`src/rtl/ula_nibble_seq_if.sv`:
```
// ula_nibble_seq_if: bundles the host request/status signals and the
// external 4-bit ALU signals of the nibble-serial sequencer.
//   host side : start, op_s, op_m, cin, opa, opb -> busy, done, result, cout, eq
//   ALU side  : alu_a, alu_b, alu_s, alu_m, alu_cin -> alu_f, alu_cout, alu_eq
//   slave     : the sequencer; master: host plus ALU (environment).
interface ula_nibble_seq_if #(
  parameter int unsigned NIBBLES = 4
);
  localparam int unsigned W = 4 * NIBBLES;

  logic         start;
  logic [3:0]   op_s;
  logic         op_m;
  logic         cin;
  logic [W-1:0] opa;
  logic [W-1:0] opb;

  logic         busy;
  logic         done;
  logic [W-1:0] result;
  logic         cout;
  logic         eq;

  logic [3:0]   alu_a;
  logic [3:0]   alu_b;
  logic [3:0]   alu_s;
  logic         alu_m;
  logic         alu_cin;
  logic [3:0]   alu_f;
  logic         alu_cout;
  logic         alu_eq;

  modport slave (
    input  start, op_s, op_m, cin, opa, opb, alu_f, alu_cout, alu_eq,
    output busy, done, result, cout, eq, alu_a, alu_b, alu_s, alu_m, alu_cin
  );

  modport master (
    output start, op_s, op_m, cin, opa, opb, alu_f, alu_cout, alu_eq,
    input  busy, done, result, cout, eq, alu_a, alu_b, alu_s, alu_m, alu_cin
  );
endinterface

```
`src/rtl/ula_nibble_seq.sv`:
```
// ula_nibble_seq: runs a W-bit operation through an external 4-bit ALU,
// one nibble per cycle, LSB nibble first, chaining the carry between nibbles.
// Ports:
//   clk    - rising-edge clock
//   rst_n  - asynchronous active-low reset
//   bus    - ula_nibble_seq_if.slave (host request/status + ALU drive/response)
module ula_nibble_seq #(
  parameter int unsigned NIBBLES = 4
) (
  input  logic              clk,
  input  logic              rst_n,
  ula_nibble_seq_if.slave   bus
);
  localparam int unsigned W        = 4 * NIBBLES;
  localparam int unsigned IDX_W    = (NIBBLES > 1) ? $clog2(NIBBLES) : 1;
  localparam logic [IDX_W-1:0] LAST_IDX = IDX_W'(NIBBLES - 1);

  typedef enum logic {IDLE = 1'b0, RUN = 1'b1} state_t;

  state_t           state_q, state_d;
  logic [IDX_W-1:0] idx_q;
  logic [W-1:0]     opa_q, opb_q, result_q;
  logic [3:0]       op_s_q;
  logic             op_m_q, cin_q;
  logic             busy_q, done_q, cout_q, eq_q;
  logic             accept_c, last_c;

  // Next-state decode
  always_comb begin
    state_d  = state_q;
    accept_c = 1'b0;
    last_c   = 1'b0;
    case (state_q)
      IDLE: begin
        if (bus.start) begin
          accept_c = 1'b1;
          state_d  = RUN;
        end
      end
      RUN: begin
        if (idx_q == LAST_IDX) begin
          last_c  = 1'b1;
          state_d = IDLE;
        end
      end
      default: state_d = IDLE;
    endcase
  end

  // State register
  always_ff @(posedge clk or negedge rst_n) begin
    if (!rst_n) state_q <= IDLE;
    else        state_q <= state_d;
  end

  // Datapath. Operands shift right one nibble per RUN edge so the low nibble
  // always feeds the ALU; after the last shift they are zero, which also
  // leaves alu_a/alu_b at 0 in IDLE. cin_q doubles as the inter-nibble carry.
  always_ff @(posedge clk or negedge rst_n) begin
    if (!rst_n) begin
      idx_q    <= '0;
      opa_q    <= '0;
      opb_q    <= '0;
      op_s_q   <= '0;
      op_m_q   <= 1'b0;
      cin_q    <= 1'b0;
      result_q <= '0;
      busy_q   <= 1'b0;
      done_q   <= 1'b0;
      cout_q   <= 1'b0;
      eq_q     <= 1'b0;
    end else begin
      done_q <= 1'b0;
      if (accept_c) begin
        opa_q    <= bus.opa;
        opb_q    <= bus.opb;
        op_s_q   <= bus.op_s;
        op_m_q   <= bus.op_m;
        cin_q    <= bus.cin;
        idx_q    <= '0;
        result_q <= '0;
        cout_q   <= 1'b0;
        eq_q     <= 1'b1;
        busy_q   <= 1'b1;
      end else if (state_q == RUN) begin
        opa_q <= opa_q >> 4;
        opb_q <= opb_q >> 4;
        cin_q <= bus.alu_cout;
        eq_q  <= eq_q & bus.alu_eq;
        idx_q <= idx_q + IDX_W'(1);
        for (int n = 0; n < int'(NIBBLES); n++) begin
          if (idx_q == IDX_W'(n)) result_q[4*n +: 4] <= bus.alu_f;
        end
        if (last_c) begin
          idx_q  <= '0;
          op_s_q <= '0;
          op_m_q <= 1'b0;
          cin_q  <= 1'b0;
          cout_q <= bus.alu_cout;
          busy_q <= 1'b0;
          done_q <= 1'b1;
        end
      end
    end
  end

  assign bus.alu_a   = opa_q[3:0];
  assign bus.alu_b   = opb_q[3:0];
  assign bus.alu_s   = op_s_q;
  assign bus.alu_m   = op_m_q;
  assign bus.alu_cin = cin_q;
  assign bus.busy    = busy_q;
  assign bus.done    = done_q;
  assign bus.result  = result_q;
  assign bus.cout    = cout_q;
  assign bus.eq      = eq_q;
endmodule

```
`src/flat_wrapper.sv`:
```
// flat-port wrapper written by rule: the top's interface ports become plain ports
module ula_nibble_seq_flat 
#(
  parameter int unsigned NIBBLES = 4
)
  (clk, rst_n, bus_start, bus_op_s, bus_op_m, bus_cin, bus_opa, bus_opb, bus_alu_f, bus_alu_cout, bus_alu_eq, bus_busy, bus_done, bus_result, bus_cout, bus_eq, bus_alu_a, bus_alu_b, bus_alu_s, bus_alu_m, bus_alu_cin);
  ula_nibble_seq_if #(.NIBBLES(NIBBLES)) bus_i ();
  input  logic clk;
  input  logic rst_n;
  input wire logic [$bits(bus_i.start)-1:0] bus_start;
  input wire logic [$bits(bus_i.op_s)-1:0] bus_op_s;
  input wire logic [$bits(bus_i.op_m)-1:0] bus_op_m;
  input wire logic [$bits(bus_i.cin)-1:0] bus_cin;
  input wire logic [$bits(bus_i.opa)-1:0] bus_opa;
  input wire logic [$bits(bus_i.opb)-1:0] bus_opb;
  input wire logic [$bits(bus_i.alu_f)-1:0] bus_alu_f;
  input wire logic [$bits(bus_i.alu_cout)-1:0] bus_alu_cout;
  input wire logic [$bits(bus_i.alu_eq)-1:0] bus_alu_eq;
  output wire logic [$bits(bus_i.busy)-1:0] bus_busy;
  output wire logic [$bits(bus_i.done)-1:0] bus_done;
  output wire logic [$bits(bus_i.result)-1:0] bus_result;
  output wire logic [$bits(bus_i.cout)-1:0] bus_cout;
  output wire logic [$bits(bus_i.eq)-1:0] bus_eq;
  output wire logic [$bits(bus_i.alu_a)-1:0] bus_alu_a;
  output wire logic [$bits(bus_i.alu_b)-1:0] bus_alu_b;
  output wire logic [$bits(bus_i.alu_s)-1:0] bus_alu_s;
  output wire logic [$bits(bus_i.alu_m)-1:0] bus_alu_m;
  output wire logic [$bits(bus_i.alu_cin)-1:0] bus_alu_cin;
  assign bus_i.start = bus_start;
  assign bus_i.op_s = bus_op_s;
  assign bus_i.op_m = bus_op_m;
  assign bus_i.cin = bus_cin;
  assign bus_i.opa = bus_opa;
  assign bus_i.opb = bus_opb;
  assign bus_i.alu_f = bus_alu_f;
  assign bus_i.alu_cout = bus_alu_cout;
  assign bus_i.alu_eq = bus_alu_eq;
  assign bus_busy = bus_i.busy;
  assign bus_done = bus_i.done;
  assign bus_result = bus_i.result;
  assign bus_cout = bus_i.cout;
  assign bus_eq = bus_i.eq;
  assign bus_alu_a = bus_i.alu_a;
  assign bus_alu_b = bus_i.alu_b;
  assign bus_alu_s = bus_i.alu_s;
  assign bus_alu_m = bus_i.alu_m;
  assign bus_alu_cin = bus_i.alu_cin;
  ula_nibble_seq #(.NIBBLES(NIBBLES)) u_core (.clk(clk), .rst_n(rst_n), .bus(bus_i));
endmodule
```
`config.mk`:
```
export PLATFORM = sky130hd
export DESIGN_NAME = ula_nibble_seq_flat
export DESIGN_NICKNAME = d
export VERILOG_FILES = /design/src/rtl/ula_nibble_seq_if.sv /design/src/rtl/ula_nibble_seq.sv /design/src/flat_wrapper.sv
export SDC_FILE = /design/constraint.sdc
export NUM_CORES = 1
export LEC_CHECK = 0
export ABC_AREA = 1
export CAP_MARGIN = 10
export CORE_ASPECT_RATIO = 1.1
export CORE_MARGIN = 4
export CORE_UTILIZATION = 40
export DETAILED_ROUTE_END_ITERATION = 8
export GPL_ROUTABILITY_DRIVEN = 0
export PLACE_DENSITY = 0.7
export SETUP_SLACK_MARGIN = 0.3
export SLEW_MARGIN = 30
export SYNTH_ARGS = -nofsm -noshare
export SYNTH_HDL_FRONTEND = slang
export SYNTH_SLANG_ARGS = --single-unit
```
`constraint.sdc`:
```
create_clock -name clk -period 2.04 [get_ports clk]
set_input_delay 0.51 -clock clk [delete_from_list [all_inputs] [get_ports clk]]
set_output_delay 0.51 -clock clk [all_outputs]
set_load 0.005 [all_outputs]
```
==> impl_metrics.yaml, run 1 <==
setup_path:
  path_buf_inv: 1
  cp.required_ns: 1.53
  cpMaxStageDelayCell: "clkdlybuf4s50_1"
  cp-end-kind: "output port"
  crit_chain: "clkdlybuf4s50_1"
  cp.arrival_ns: 1.21
  cpPeakStageDelay_ns: 0.51
  critical_path.top_delay_family: "buffers and inverters"
  critPathMaxFanout: 2
  critPathLaunchType: "register"
  path_class: "reg -> out"
global_route:
  grt_pass1_vias: 2137
  grt_usage: 0.158
  antenna_found_initial: 0
  grt_overflow_total: 0
  busiest_layer: "met2"
  use_met3: 0.0294
  grt_pass1_wl_um: 9890
  grt_max_degree: 39
  met1_usage: 0.207
  grt.met2_usage: 0.245
clocking:
  cts_root_buf: "clkbuf_8"
  htreeDepth: 3
  clk_latency_ns: 0.33
  numClockSinks: 61
  clkTransAtPathRegs_ns: 0.07
  cts_buffers: 9
  cts_tree: "built"
  clock_path_buffers: 2
min_path:
  min_path_type: "in -> async"
outcome:
  status: "finished, final reports clean"
power_and_ir_drop:
  intPower_w: 0.00312
  p_sw_w: 0.00152
  p_clk_frac: 0.201
  power.leakage_nw: 1.86
  swShare: 0.328
  powerDensity_mw_per_mm2: 1270
  power_frac_seq: 0.423
  pwr-share-comb: 0.376
  vdd_drop_max_uv: 550
yosys:
  synthMostInstantiatedCell: "nand2_1"
  ys_ff_latch: 61
  ys_top_cells_by_area: "dfrtp_1 58%, nand2_1 20%, nand3_1 9.0%"
  netlist.area_leader.share: 0.582
  synth_edf_count: 0
  syn_area_per_cell_um2: 8.57
  syn_nets: 357
  async_flop_share: 1.00
  synthesis.area_mm2: 0.00262
  synth_area_leader_cell: "dfrtp_1"
  synth_cell_types: 16
  yosys_warnings: 0
  synth_seq_area_share: 0.582
  synthCells: 306
  synth_common_cells: "142 x nand2_1, 61 x dfrtp_1, 47 x nand3_1, 12 x buf_2, 10 x buf_4"
  synth_top_flop_cell: "dfrtp_1"
routing:
  firstDrtPassIters: 4
  drt-total-wl_um: 6000
  drt_iter0_drc: 99
  vias: 2171
  wire_per_inst_um: 12.8
  via_per_inst: 4.64
  remaining_drc_errors: 0
  ant_nets: 0
sta:
  finalHoldViolCount: 0
  worst_pin_slew_ns: 0.499
  slew-limit-headroom: 0.666
  slew_violations: 0
  final.period_utilization: 0.844
  layout_min_cycle_time_ns: 1.72
  finalClockSkew_ns: 0.00899
  setup_viol_count_final: 0
  rsz0062_at_grt: "no"
  fin_ws_ns: 0.318
  timing.fmax_mhz: 581
  fin_tns_setup_ns: 0
floorplanning:
  start_util: 0.418
  num_io_pins: 81
  die_area_mm2: 0.00792
  die_h_um: 92.9
  fp-row-count: 30
  coreArea_mm2: 0.00627
  die_w_um: 85.2
run:
  drv_cap: 0
cells_and_area:
  final_nets: 434
  drive_gt1_frac: 0.0644
  n_antenna_cell: 0
  syn_to_final_growth_pct: 39.4
place:
  io_buffer_count: 80
  place_ws_ns: 0.152
  dp.final_hpwl_um: 4250
## timing repair
item,CTS,global route
setup endpoints to repair,0,5
endpoints found under the hold margin,0,0
hold buffers,0,0
setup buffers,0,1
resized for setup,0,4
## area by class of cell
type                    count  area, µm²
fillers                   562       2610
flip-flops and latches     61       1530
multi-input cells         213        928
inverters                  10       37.5
clock inverters             1       5.00
repair buffers             88        891
clock buffers              15        166
well taps                  80        100
## flip-flops by register name (all words and copies together) (netlist names), 2 cells and up
signal,count
u_core.bus.alu_s,4
u_core.bus.result,16
u_core.idx_q,2
u_core.opa_q,16
u_core.opb_q,16
## metal layers
metal,wire [µm],vias up
met5,0,-
met4,133,0
met3,292,9
met2,2840,54
met1,2730,998
li1,-,1110
## final timing paths
path	depth (start not counted)	from	slack (ns)	endpoint
min in group clk	2	u_core.opa_q[14]	0.48	u_core.opa_q[14]
hold / removal	2	rst_n	0.15	u_core.idx_q[1]
setup / recovery	1	u_core.bus.result[5]	0.32	bus_result[5]
setup reg to reg	5	u_core.state_q	0.45	u_core.bus.result[9]
hold reg to reg	2	u_core.opa_q[14]	0.48	u_core.opa_q[14]
max in group asynchronous	2	rst_n	1.59	u_core.opa_q[2]
## per-stage QoR
| stage | util | std cells | total power (W) | hold WS [ns] | instance area (µm²) |
|---|---|---|---|---|---|
| 2_1_floorplan | - | 306 | 0.00288 | 0.214 | 2620 |
| 3_3_place_gp | 0.553 | 451 | 0.00369 | 0.462 | 3470 |
| 3_5_place_dp | 0.553 | 451 | 0.00374 | 0.465 | 3470 |
| 4_1_cts | 0.580 | 467 | 0.00469 | 0.156 | 3640 |
| 5_1_grt | 0.583 | 468 | 0.00497 | 0.164 | 3650 |
| 6_report | 0.583 | 468 | 0.00463 | 0.155 | 3650 |
## power by group through the flow
| stage | logic (W) | registers (W) | clock network (W) |
|---|---|---|---|
| 2_1_floorplan | 0.000953 | 0.00193 | 0 |
| 3_3_place_gp | 0.00172 | 0.00197 | 0 |
| 3_5_place_dp | 0.00177 | 0.00198 | 0 |
| 4_1_cts | 0.00177 | 0.00197 | 0.000950 |
| 5_1_grt | 0.00195 | 0.00202 | 0.000996 |
| 6_report | 0.00174 | 0.00196 | 0.000930 |
## cell families (layout without fill, tap and decap cells)
logic type	count (synthesis)	in the layout	synth area share
AOI/OAI and AO/OA	9	9	0.0196
buffers and inverters	32	114	0.0658
and+or+nand+nor	200	200	0.313
DFF	61	61	0.582
adders and majority gates	4	4	0.0191
## placed cells by master, fill, tap and decap left out, types with 2 or more instances in the layout
master	Yosys	routed
nand2_1	142	142
clkdlybuf4s50_1	0	75
dfrtp_1	61	61
nand3_1	47	47
clkbuf_8	0	11
inv_1	9	9
nor2_1	8	8
buf_4	10	6
o21ai_0	5	5
ha_1	4	4
clkbuf_1	0	4
dlymetal6s2s_1	0	4
nor2_4	1	2
a21oi_1	2	2
buf_12	0	2
No activity file was read; power rests on OpenSTA's default activity.
==> inputs of run 2 (changes only) <==
Clock period 2.04 ns to 1.64 ns, I/O delays scaled along.
==> run 2 against run 1 <==
Effect of this change: count of clock-buffer cells in the layout shrank 4; total power rose by 27%; sequential share of layout area shrank 0.11 points; core utilization up 0.16 points; wire length up 3.8%; global-route usage is 0.74 points higher; via count increased by 3.7%; critical path type unchanged; largest cell class unchanged; largest power group unchanged; highest routed layer unchanged.
==> impl_metrics.yaml, run 2 (synthesized netlist as in run 1, its figures left out) <==
outcome:
  status: "finished, final reports clean"
routing:
  ant_nets: 0
  remaining_drc_errors: 0
  vias: 2252
  drt-total-wl_um: 6220
  drt_iter0_drc: 155
  wire_per_inst_um: 12.9
  via_per_inst: 4.65
  firstDrtPassIters: 4
setup_path:
  cp_num_cells: 1
  cp.required_ns: 1.23
  cpMaxStageDelayCell: "dfrtp_1"
  critPathLaunchType: "register"
  critical_path.top_delay_family: "flip-flops"
  path_buf_inv: 1
  cpPeakStageDelay_ns: 0.40
  crit_chain: "clkdlybuf4s15_1"
  ff2ff_path_depth: 6
  cp.arrival_ns: 0.94
  path_class: "reg -> out"
  cp-end-kind: "output port"
  critPathMaxFanout: 2
sta:
  rsz0062_at_grt: "yes"
  finalClockSkew_ns: 0.00629
  layout_min_cycle_time_ns: 1.35
  whs_ns: 0.0690
  setup_viol_count_final: 0
  worst_pin_slew_ns: 0.325
  slew-limit-headroom: 0.783
  slew_violations: 0
  timing.fmax_mhz: 739
  finalHoldViolCount: 0
  final.period_utilization: 0.825
floorplanning:
  die_w_um: 85.2
  fp-row-count: 30
  die_h_um: 92.9
  num_io_pins: 81
  die_area_mm2: 0.00792
  start_util: 0.418
  coreArea_mm2: 0.00627
power_and_ir_drop:
  vdd_drop_max_uv: 700
  powerDensity_mw_per_mm2: 1600
  power.leakage_nw: 1.95
global_route:
  grt_max_degree: 62
  grt_pass1_wl_um: 10300
  grt_pass1_vias: 2213
  grt_overflow_total: 0
  grt_usage: 0.165
  antenna_found_initial: 0
cells_and_area:
  syn_to_final_growth_pct: 39.7
  stdcell_count: 484
  final_nets: 450
  final_cell_mix: "141 x nand2_1, 61 x dfrtp_1, 47 x nand3_1"
  n_antenna_cell: 0
  final_common_cell: "nand2_1"
  drive_gt1_frac: 0.193
clocking:
  cts_buffers: 9
  cts_root_buf: "clkbuf_8"
  clock_path_buffers: 2
  htreeDepth: 3
  clk_latency_ns: 0.34
  cts_tree: "built"
  numClockSinks: 61
  clkTransAtPathRegs_ns: 0.06
place:
  io_buffer_count: 80
  post-place-cells: 454
  dp.final_hpwl_um: 4250
run:
  drv_cap: 0
min_path:
  min_path_type: "in -> async"
[run 2: changes by cell type in the layout (fill, tap and decap cells not counted), sizes merged]
| cell | delta |
|---|---|
| clkdlybuf4s50 | -30 |
| clkdlybuf4s15 | +1 |
| buf | +43 |
| clkbuf | +2 |
| clkinv | +3 |
| dlymetal6s2s | -4 |
| bufinv | +1 |
[run 2: metal layers]
layer	vias to the layer above	GRT usage	part of all wire
met1	1044	0.208	0.43
met4	0	0.0765	0.023
li1	1140	-	-
met2	57	0.265	0.48
met3	11	0.0427	0.063
met5	-	0	0
[run 2: repair_timing]
action / 4_1_cts / 5_1_grt
hold buffers: 0 / 0
buffers inserted: 13 / 1
gates resized for setup: 122 / 8
hold endpoints to repair: 0 / 0
setup endpoints to repair: 34 / 12
[run 2: through the flow]
step           power, W  setup TNS, ns  setup slack, ns  utilization  area [µm²]
2_1_floorplan   0.00358              0            0.483            -        2620
3_3_place_gp    0.00467              0          0.00798        0.562        3530
3_5_place_dp    0.00476         -0.105          -0.0358        0.562        3530
4_1_cts         0.00593              0            0.264        0.587        3680
5_1_grt         0.00632              0            0.261        0.585        3660
6_report        0.00587              0            0.286        0.585        3660
[run 2: power breakdown]
group	internal, W	switching (W)	total [W]
Clock	0.000732	0.000566	0.00130
Combinational	0.00105	0.00112	0.00217
Sequential	0.00209	0.000311	0.00240
[run 2: layout make-up]
class / count / area, µm²
Inverter: 10 / 37.5
Fill cell: 581 / 2600
Multi-Input combinational cell: 213 / 936
Tap cell: 80 / 100
Sequential cell: 61 / 1530
Clock buffer: 11 / 141
Clock inverter: 5 / 50.0
Timing Repair Buffer: 104 / 873
[run 2: worst paths after layout]
kind / from / endpoint / slack [ns]
worst max-delay path: u_core.bus.result[8] / bus_result[8] / 0.29
worst min-delay path: rst_n / u_core.bus.result[0] / 0.07
worst max register to register: u_core.idx_q[0] / u_core.bus.result[1] / 0.39
worst min register to register: u_core.opb_q[13] / u_core.opb_q[13] / 0.48
max in group asynchronous: rst_n / u_core.opa_q[4] / 1.31
min in group clk: u_core.opb_q[13] / u_core.opb_q[13] / 0.48
